[config.mk]
export PLATFORM = sky130hd
export DESIGN_NAME = bp_cce_fetch
export DESIGN_NICKNAME = d
export VERILOG_FILES = /design/src/rtl/bp_cce_pkg.sv /design/src/rtl/bp_cce_inst_ram.sv /design/src/rtl/bp_cce_fetch.sv
export SDC_FILE = /design/constraint.sdc
export NUM_CORES = 1
export LEC_CHECK = 0
export CAP_MARGIN = 20
export CORE_MARGIN = 3
export CORE_UTILIZATION = 62
export CTS_BUF_LIST = sky130_fd_sc_hd__clkbuf_8
export CTS_CLUSTER_SIZE = 30
export DETAILED_ROUTE_END_ITERATION = 6
export GPL_ROUTABILITY_DRIVEN = 0
export PLACE_DENSITY = 0.9
export SYNTH_ARGS = -nofsm -noshare
export SYNTH_HDL_FRONTEND = slang
export SYNTH_SLANG_ARGS = --single-unit
[constraint.sdc]
create_clock -name clk_i -period 4 [get_ports clk_i]
set_input_delay 0.6 -clock clk_i [delete_from_list [all_inputs] [get_ports clk_i]]
set_output_delay 0.6 -clock clk_i [all_outputs]
set_load 0.02 [all_outputs]
[src/rtl/bp_cce_pkg.sv]
// Shared definitions for the CCE microcode fetch slice: predecode field
// positions within a microcode instruction and the fetch FSM state type.
package bp_cce_pkg;

  // Predecode field layout (LSB-aligned so it fits any instruction width
  // of at least cce_pc_width_p + 2 bits).
  localparam int branch_bit_lp  = 0;
  localparam int predict_bit_lp = 1;
  localparam int target_lsb_lp  = 2;

  typedef enum logic {
    e_boot  = 1'b0,
    e_fetch = 1'b1
  } bp_cce_fetch_state_e;

endpackage

[src/rtl/bp_cce_inst_ram.sv]
// Microcode instruction store: one write port, one synchronous read port.
// The read register only updates when r_v_i is high, so the output holds
// its last value while the fetch stage is stalled.
module bp_cce_inst_ram #(
  parameter int width_p      = 16,
  parameter int addr_width_p = 4
) (
  input  logic                    clk_i,
  input  logic                    w_v_i,
  input  logic [addr_width_p-1:0] w_addr_i,
  input  logic [width_p-1:0]      w_data_i,
  input  logic                    r_v_i,
  input  logic [addr_width_p-1:0] r_addr_i,
  output logic [width_p-1:0]      r_data_o
);

  localparam int depth_lp = 1 << addr_width_p;

  logic [width_p-1:0] mem_reg [depth_lp];

  // Write and registered read; no reset so this maps onto block RAM.
  always_ff @(posedge clk_i) begin
    if (w_v_i) begin
      mem_reg[w_addr_i] <= w_data_i;
    end
    if (r_v_i) begin
      r_data_o <= mem_reg[r_addr_i];
    end
  end

endmodule

[src/rtl/bp_cce_fetch.sv]
// CCE microcode fetch stage. Boots by accepting microcode writes, then on
// start_i fetches from PC 0 with static branch prediction from the
// predecoded RAM output. A mispredict squashes the current instruction and
// refetches from the redirect PC after a one-cycle bubble.
module bp_cce_fetch
  import bp_cce_pkg::*;
#(
  parameter int cce_pc_width_p = 4,
  parameter int inst_width_p   = 16
) (
  input  logic                      clk_i,
  input  logic                      reset_i,
  input  logic                      cfg_w_v_i,
  input  logic [cce_pc_width_p-1:0] cfg_addr_i,
  input  logic [inst_width_p-1:0]   cfg_data_i,
  input  logic                      start_i,
  output logic [inst_width_p-1:0]   inst_o,
  output logic [cce_pc_width_p-1:0] pc_o,
  output logic                      inst_v_o,
  input  logic                      inst_yumi_i,
  output logic                      branch_o,
  output logic                      predicted_taken_o,
  output logic [cce_pc_width_p-1:0] branch_target_o,
  input  logic                      mispredict_i,
  input  logic [cce_pc_width_p-1:0] redirect_pc_i
);

  bp_cce_fetch_state_e       state_reg;
  logic [cce_pc_width_p-1:0] fetch_pc_reg;
  logic [cce_pc_width_p-1:0] pc_reg;
  logic                      inst_v_reg;

  logic [inst_width_p-1:0]   ram_data;
  logic                      ram_w_v;
  logic                      ram_r_v;
  logic [cce_pc_width_p-1:0] ram_r_addr;
  logic [cce_pc_width_p-1:0] next_pc;

  bp_cce_inst_ram #(
    .width_p      (inst_width_p),
    .addr_width_p (cce_pc_width_p)
  ) inst_ram (
    .clk_i    (clk_i),
    .w_v_i    (ram_w_v),
    .w_addr_i (cfg_addr_i),
    .w_data_i (cfg_data_i),
    .r_v_i    (ram_r_v),
    .r_addr_i (ram_r_addr),
    .r_data_o (ram_data)
  );

  assign inst_o   = ram_data;
  assign pc_o     = pc_reg;
  assign inst_v_o = inst_v_reg;

  // Predecode is gated by valid so reset and squash bubbles read as zero
  // even though the RAM output register itself is never reset.
  assign branch_o          = inst_v_reg & ram_data[branch_bit_lp];
  assign predicted_taken_o = branch_o & ram_data[predict_bit_lp];
  assign branch_target_o   = inst_v_reg ? ram_data[target_lsb_lp +: cce_pc_width_p] : '0;

  // Sequential successor, natural wrap from all-ones back to zero.
  assign next_pc = predicted_taken_o ? branch_target_o : pc_reg + cce_pc_width_p'(1);

  // Microcode is only writable while booting.
  assign ram_w_v = (state_reg == e_boot) && cfg_w_v_i;

  // Choose when and where to read the RAM; no read during a stall keeps inst_o intact.
  always_comb begin
    ram_r_v    = 1'b0;
    ram_r_addr = fetch_pc_reg;
    if (state_reg == e_boot) begin
      if (start_i) begin
        ram_r_v    = 1'b1;
        ram_r_addr = '0;
      end
    end else if (!mispredict_i) begin
      if (!inst_v_reg) begin
        ram_r_v    = 1'b1;
        ram_r_addr = fetch_pc_reg;
      end else if (inst_yumi_i) begin
        ram_r_v    = 1'b1;
        ram_r_addr = next_pc;
      end
    end
  end

  // Fetch FSM with registered valid, PC and fetch PC.
  always_ff @(posedge clk_i or posedge reset_i) begin
    if (reset_i) begin
      state_reg    <= e_boot;
      fetch_pc_reg <= '0;
      pc_reg       <= '0;
      inst_v_reg   <= 1'b0;
    end else begin
      case (state_reg)
        e_boot: begin
          if (start_i) begin
            state_reg    <= e_fetch;
            fetch_pc_reg <= '0;
            pc_reg       <= '0;
            inst_v_reg   <= 1'b1;
          end
        end
        e_fetch: begin
          if (mispredict_i) begin
            // Squash; the redirect is read on the following bubble cycle.
            fetch_pc_reg <= redirect_pc_i;
            inst_v_reg   <= 1'b0;
          end else if (!inst_v_reg) begin
            pc_reg     <= fetch_pc_reg;
            inst_v_reg <= 1'b1;
          end else if (inst_yumi_i) begin
            fetch_pc_reg <= next_pc;
            pc_reg       <= next_pc;
          end
        end
        default: begin
          state_reg <= e_boot;
        end
      endcase
    end
  end

endmodule
==> results.ini, run 1 <==
[run_status]
status=completed

[grt]
grt_pass1_wl_mm=38.7
overflow=0
grt_use_total=0.258
antenna_found_initial=0
grt_pass1_vias=6694
grt_max_degree=97

[clocking]
clockRootBuffer=clkbuf_8
ctsHoldBuffers=0
cts-resized-gates=0
cts_setup_buffers=0
clock_latency_ps=550
ctsLongestPathBuffers=3
cts_tree=done
cts_buffers=42
cts.clk_slew.worst_paths_ps=70
cts-htree-levels=2
cts_sinks=282

[timing]
drv_slew=0
tightest_slew_ps=1090
max_slew_margin=0.274
timing.hold.ws_ps=356
fin_crit_ps=3060
finalSetupViolations=0
fmax_mhz=326
hold_viol_final=0
fin_tns_setup_ps=0
rsz0062_at_grt=no
fin_skew_ps=14.5
period_share=0.766
final.setup.worst_slack_ps=936

[drt]
drt_iter0_drc=840
vias=6507
drc_errors=0
via_per_inst=6.31
dr.pass1.iters=5
wirelength_mm=25.8
wire_per_inst_um=25.0
postRouteAntennaNets=0

[synth]
yosysMostFrequentCell=edfxtp_1
synth_common_cells=edfxtp_1, mux2i_1, nand2_1
ys_warn_count=0
synth-seq-cells=282
yosysTopAreaCellShare=0.708
synth_cells=679
synth_area_um2=11500
synth_edf_count=272
synth_top_area_cell=edfxtp_1
synth_cell_types=45
ys.flop_type=edfxtp_1
synthArstFlopShare=0.0355
synth_nets=710
ys_seq_area_frac=0.729
avgSynthCellArea_um2=17.0
synthTopCellsByArea=edfxtp_1, mux2i_1, mux2_1, dfrtp_1, buf_6

[flow_run]
cap_violations=0

[final_layout]
fin_util=0.728
finalNonFillerCells=1032
multi_input_area_um2=2880
drive_above_1_share=0.138
diodes=0
seqCellArea_um2=8420
layout.nets=803
area_delta_synth_final_pct=14.5
fillCellCount=1011
largest_reg_flops=256

[critical_path]
critPathKind=reg2reg
crit_path_start_kind=flip-flop
rr_startpoint=inst_v_o$_DFFE_PP0P_
worst_ep_required_time_ps=4260
cp.arrival_ps=3320
rr_worst_depth=9
reg2reg_slack_ps=940
end_kind=flip-flop
cp_max_fo=40
r2r_end=inst_ram.r_data_o[6]$_DFFE_PP_

[placed_design]
dp_hpwl_mm=14.0
place_inst=957
pre_cts_slack_ps=538
io_buffers=56

[floorplan]
die_area_um2=20300
io_pins=57
start_util=0.636
die_h_um=142
die_width_um=142
rows=49
core_um2=18100

[min_path]
min_path_type=in2async

[power]
ir_drop_uv=459
powerDensity_nw_per_um2=496
p_leak_nw=4.76

==> metal layers <==
layer  track usage  vias up  wire length [um]
met2         0.411      429             12500
met4         0.103        0               896
li1              -     2846                 -
met3        0.0733       76              3050
met5             0        -                 0
met1         0.340     3156              9400
==> worst max-delay path by stage <==
stage          slack [ps]            startpoint                                to  cells past startpoint
6_report              940  inst_v_o$_DFFE_PP0P_    inst_ram.r_data_o[6]$_DFFE_PP_                      9
4_1_cts               960  inst_v_o$_DFFE_PP0P_    inst_ram.r_data_o[6]$_DFFE_PP_                      9
5_1_grt               790  inst_v_o$_DFFE_PP0P_    inst_ram.r_data_o[6]$_DFFE_PP_                      9
3_5_place_dp          540          mispredict_i    inst_ram.r_data_o[7]$_DFFE_PP_                     10
2_1_floorplan        1190   state_reg$_DFF_PP0_  inst_ram.mem_reg[4][0]$_DFFE_PP_                      4
3_3_place_gp          670          mispredict_i   inst_ram.r_data_o[10]$_DFFE_PP_                     10
==> power breakdown <==
| part | switching (mW) | internal (mW) | total (mW) |
|---|---|---|---|
| sequential | 0.0530 | 3.30 | 3.36 |
| combinational | 0.551 | 0.409 | 0.960 |
| clock | 1.08 | 1.15 | 2.23 |
==> layout by cell type (no fill, tap or decap), types with 8 or more instances in the layout <==
| cell | netlist | layout |
|---|---|---|
| clkinv_1 | 0 | 10 |
| clkbuf_8 | 0 | 44 |
| nor2_1 | 17 | 17 |
| clkinv_2 | 0 | 11 |
| o21ai_0 | 16 | 16 |
| o21ai_1 | 28 | 28 |
| inv_1 | 4 | 11 |
| buf_4 | 6 | 21 |
| mux2_2 | 8 | 8 |
| o221ai_1 | 15 | 15 |
| mux2i_1 | 133 | 133 |
| edfxtp_1 | 272 | 272 |
| dfrtp_1 | 10 | 10 |
| nand2_1 | 45 | 45 |
| mux2_1 | 24 | 24 |
| a22oi_1 | 16 | 16 |
| clkdlybuf4s50_1 | 0 | 56 |
==> stage by stage <==
step	cell area [um^2]	power (mW)
2_1_floorplan	11500	4.07
3_3_place_gp	12400	4.32
3_5_place_dp	12400	4.35
4_1_cts	13200	6.56
5_1_grt	13200	6.76
6_report	13200	6.55
==> critical path, cell delays in order (launching register included) <==
cell and delay (ps):
dfrtp_1 740, and4b_1 450, a21oi_2 80, a21oi_4 130, buf_4 240, buf_12 280, mux2i_1 270, mux2i_1 110
a22oi_1 280, o221ai_1 160
==> cell type report <==
cell class | instances | area share
tap | 229 | 0.0217
clock buffer | 44 | 0.0458
sequential | 282 | 0.637
multi-input combinational | 360 | 0.218
inverter | 4 | 0.00114
clock inverter | 31 | 0.0141
timing repair buffer | 82 | 0.0619
==> cells by family after synthesis <==
logic type / after synthesis / share of synthesized area
buf+inv: 37 / 0.0241
compound gates: 92 / 0.0527
simple gates: 98 / 0.0420
flops: 282 / 0.729
fa+ha+maj: 1 / 0.00108
xor+xnor: 2 / 0.00152
mux: 167 / 0.149
Power figures use the tool's default switching activity.
==> inputs of run 2 (changes only) <==
Settings changed: CORE_UTILIZATION 62 to 56, PLACE_DENSITY 0.9 to 0.86.
Clock period 4 ns to 2.6 ns, I/O delays scaled along.
==> run 2 against run 1 <==
Against the previous run:
- clock-buffer cell count increased by 1
- combinational power increased by 74%
- critical path depth unchanged
- non-clock buffer count increased by 45
- global-route usage decreased by 2.5 points
- fmax increased by 24%
- worst hold slack got worse by 210 ps
- flip-flop and latch count unchanged
- clock skew increased by 7.4 ps
- register-to-register slack got worse by 810 ps
- power increased by 53%
- setup slack got worse by 810 ps
- critical path type unchanged
==> results.ini, run 2 (same netlist as run 1, synthesis figures left out) <==
[critical_path]
cp.arrival_ps=2730
rr_startpoint=inst_v_o$_DFFE_PP0P_
cp_max_fo=16
cp_slowest_stage_delay_ps=460
critPathKind=reg2reg
r2r_end=inst_ram.r_data_o[5]$_DFFE_PP_
worstSetupEndpoint=inst_ram.r_data_o[5]$_DFFE_PP_
worstSetupStartpoint=inst_v_o$_DFFE_PP0P_
worst_ep_required_time_ps=2850
critPathSlowestCell=dfrtp_2
rr_worst_depth=9
path_cells=and4b_2 -> a21oi_2 -> a21oi_4 -> buf_12 -> buf_12 -> mux2i_1 -> mux2i_1 -> a22oi_1 -> o221ai_1
reg2reg_slack_ps=130
end_kind=flip-flop
crit_path_start_kind=flip-flop

[timing]
finalSetupViolations=0
hold_viol_final=0
drv_slew=0
fmax_mhz=404
fin_skew_ps=21.9
fin_crit_ps=2470
timing.hold.ws_ps=146
period_share=0.952
tightest_slew_ps=604
max_slew_margin=0.596

[drt]
via_per_inst=5.93
wirelength_mm=25.7
dr.pass1.iters=5
wire_per_inst_um=23.1
vias=6603
drc_errors=0
drt_iter0_drc=620
postRouteAntennaNets=0

[clocking]
clock_latency_ps=550
cts_tree=done
cts_sinks=282
cts-htree-levels=2
cts_buffers=43
cts.clk_slew.worst_paths_ps=60
ctsLongestPathBuffers=3
clockRootBuffer=clkbuf_8

[final_layout]
final_common_cell=edfxtp_1
largest_reg_flops=256
layout.nets=849
area_delta_synth_final_pct=18.2
diodes=0
final_cell_mix=edfxtp_1, mux2i_1, buf_4
drive_above_1_share=0.177

[floorplan]
die_h_um=150
core_um2=19800
io_pins=57
die_width_um=150
die_area_um2=22400
rows=51
start_util=0.581

[grt]
overflow=0
grt_use_total=0.232
grt_pass1_vias=6743
grt_pass1_wl_mm=38.7
grt_max_degree=44
antenna_found_initial=0

[placed_design]
dp_hpwl_mm=15.5
io_buffers=56

[run_status]
status=completed

[flow_run]
cap_violations=0

[min_path]
min_path_type=in2async

[power]
ir_drop_uv=543
powerDensity_nw_per_um2=733
p_leak_nw=4.99
p_total_mw=10.0

run 2: cell types whose count changed in the layout (fill, tap and decap cells not counted), sizes merged:
cell and change:
buf +45, inv +6, clkinv -4, bufinv -2, clkbuf +1, clkinvlp -1
run 2: layer usage:
layer  GRT usage  up-vias  wire, um
li1            -     2946         -
met1       0.312     3234      9940
met4      0.0860        0       767
met5           0        -         0
met2       0.384      365     12600
met3      0.0412       58      2400
run 2: area by class of cell:
type / count / area, um^2
Clock inverter: 30 / 116
Multi-Input combinational cell: 360 / 2890
Inverter: 4 / 15.0
Tap cell: 265 / 332
Sequential cell: 282 / 8420
Timing Repair Buffer: 127 / 1240
Fill cell: 1210 / 6210
Clock buffer: 45 / 619
run 2: how the worst min path moves through the flow:
stage                                            to  slack (ps)  cells after the start
after global routing      fetch_pc_reg[3]$_DFF_PP0_         180                      2
after detailed placement  fetch_pc_reg[2]$_DFF_PP0_         570                      1
after floorplan           fetch_pc_reg[0]$_DFF_PP0_         230                      1
final                     fetch_pc_reg[2]$_DFF_PP0_         150                      2
after CTS                 fetch_pc_reg[2]$_DFF_PP0_         140                      2
after global placement          pc_o[1]$_DFFE_PP0P_         540                      2
run 2: repair_timing:
item,CTS,global route
hold buffers,0,0
setup endpoints to repair,1,16
resized for setup,1,3
buffers inserted,0,7
pin swaps,0,1
run 2: power by group:
part           leakage, nW  switching [mW]  internal [mW]
sequential            2.57          0.0757           5.09
combinational         1.99           0.890          0.776
clock                0.426            1.58           1.59
total                 4.99            2.54           7.45
run 2: critical path, delay by kind of cell, from the launching register on:
family | cells | cell delay (ps)
AND/OR/NAND/NOR | 1 | 350
AO/OA/AOI/OAI | 4 | 590
flip-flops | 1 | 460
multiplexers | 2 | 380
buffers and inverters | 2 | 400
run 2: per-stage QoR:
stage,utilization,area [um^2],std cells,worst slack [ps],TNS (ps)
2_1_floorplan,-,11500,679,98.5,0
3_3_place_gp,0.647,12800,1031,-197,-2530
4_1_cts,0.684,13600,1106,33.2,0
6_report,0.687,13600,1113,125,0
3_5_place_dp,0.647,12800,1031,-362,-3990
5_1_grt,0.687,13600,1113,-16.3,-16.3
==> inputs of run 3 (changes only) <==
Settings changed: CORE_UTILIZATION 56 to 54, CTS_BUF_LIST sky130_fd_sc_hd__clkbuf_8 to not set, PLACE_DENSITY 0.86 to 0.84.
==> run 3 against run 2 <==
Against the previous run:
- fmax is 1.0% lower
- power is 7.6% higher
- via count up 0.77%
- cell count down 2.1%
- largest cell class unchanged
==> results.ini, run 3 (same netlist as run 1, synthesis figures left out) <==
[run_status]
status=completed

[placed_design]
place_inst=1040
pre_cts_slack_ps=-316
dp_hpwl_mm=15.9
place_area_um2=13000
io_buffers=56

[timing]
rsz0062_at_grt=no
hold_viol_final=0
final.setup.worst_slack_ps=100
drv_slew=0
tightest_slew_ps=660
fin_skew_ps=15.8
max_slew_margin=0.559
period_share=0.962
fin_tns_setup_ps=0
fmax_mhz=400
fin_crit_ps=2500
finalSetupViolations=0

[drt]
wirelength_mm=26.4
wire_per_inst_um=24.2
drc_errors=0
vias=6654
postRouteAntennaNets=0
via_per_inst=6.10
drt_iter0_drc=738
dr.pass1.iters=5

[clocking]
cts_tree=done
cts-htree-levels=1
clockRootBuffer=clkbuf_16
cts_buffers=26
cts.clk_slew.worst_paths_ps=70
clock_latency_ps=530
ctsLongestPathBuffers=3
cts_sinks=282

[final_layout]
area_delta_synth_final_pct=20.1
finalNonFillerCells=1090
final_common_cell=edfxtp_1
final_cell_mix=edfxtp_1, mux2i_1, clkdlybuf4s50_1
layout.nets=831
diodes=0
drive_above_1_share=0.174
final_area_um2=13900
largest_reg_flops=256
fillCellCount=1268

[critical_path]
end_kind=flip-flop
cp.arrival_ps=2760
worst_ep_required_time_ps=2860
crit_path_start_kind=flip-flop
critPathKind=reg2reg
cp_max_fo=23

[grt]
grt_pass1_vias=6739
antenna_found_initial=0
grt_max_degree=41
grt_pass1_wl_mm=39.9
overflow=0
grt_use_total=0.223

[floorplan]
start_util=0.560
die_width_um=152
die_area_um2=23200
io_pins=57
rows=52
die_h_um=152
core_um2=20600

[power]
powerDensity_nw_per_um2=776
ir_drop_uv=641
p_leak_nw=5.00
p_total_mw=10.8

[min_path]
min_path_type=in2async

[flow_run]
cap_violations=0

[run 3: stage by stage]
stage,hold WS (ps),util
floorplan,230,-
detailed placement,563,0.628
CTS,156,0.671
finish,148,0.672
global placement,545,0.628
global route,202,0.672
[run 3: layout make-up]
type                            instances  area [um^2]  share of cell area
Inverter                                4         15.0             0.00108
Sequential cell                       282         8420               0.608
Clock buffer                           27          654              0.0472
Tap cell                              270          338              0.0244
Multi-Input combinational cell        360         2880               0.208
Clock inverter                         21          226              0.0163
Timing Repair Buffer                  126         1320              0.0955
[run 3: critical path: stages, from the launching register on]
cell and delay [ps]:
edfxtp_1 540, a21oi_1 200, a31oi_1 100, a21oi_4 260, buf_12 190, buf_12 200
buf_4 160, mux2i_1 230, nand2_1 90, o21ai_1 120, o221ai_1 140
[run 3: report_power, final]
group | leakage (nW) | total, mW | switching, mW | internal [mW]
logic | 2.02 | 1.70 | 0.895 | 0.801
clock network | 0.416 | 3.89 | 1.65 | 2.24
registers | 2.57 | 5.16 | 0.0828 | 5.08
[run 3: metal layers]
| metal | GRT usage | wire length (um) |
|---|---|---|
| met5 | 0 | 0 |
| met4 | 0.0745 | 791 |
| met3 | 0.0406 | 2650 |
| met2 | 0.362 | 12700 |
| met1 | 0.309 | 10200 |
[run 3: final timing paths]
path                       cells after the start                            from                              to  slack (ps)
max in group asynchronous                      2                         reset_i             state_reg$_DFF_PP0_        2130
setup / recovery                              10  inst_ram.r_data_o[0]$_DFFE_PP_  inst_ram.r_data_o[6]$_DFFE_PP_         100
setup reg to reg                              10  inst_ram.r_data_o[0]$_DFFE_PP_  inst_ram.r_data_o[6]$_DFFE_PP_         100
hold reg to reg                                2             pc_o[1]$_DFFE_PP0P_             pc_o[1]$_DFFE_PP0P_         580
hold / removal                                 2                         reset_i             pc_o[3]$_DFFE_PP0P_         150
min in group clk_i                             2             pc_o[1]$_DFFE_PP0P_             pc_o[1]$_DFFE_PP0P_         580
[run 3: timing repair]
| action | in CTS | in global routing |
|---|---|---|
| setup endpoints to repair | 0 | 15 |
| gates resized for setup | 0 | 3 |
| hold buffers | 0 | 0 |
| setup buffers | 0 | 2 |
| endpoints found under the hold margin | 0 | 0 |
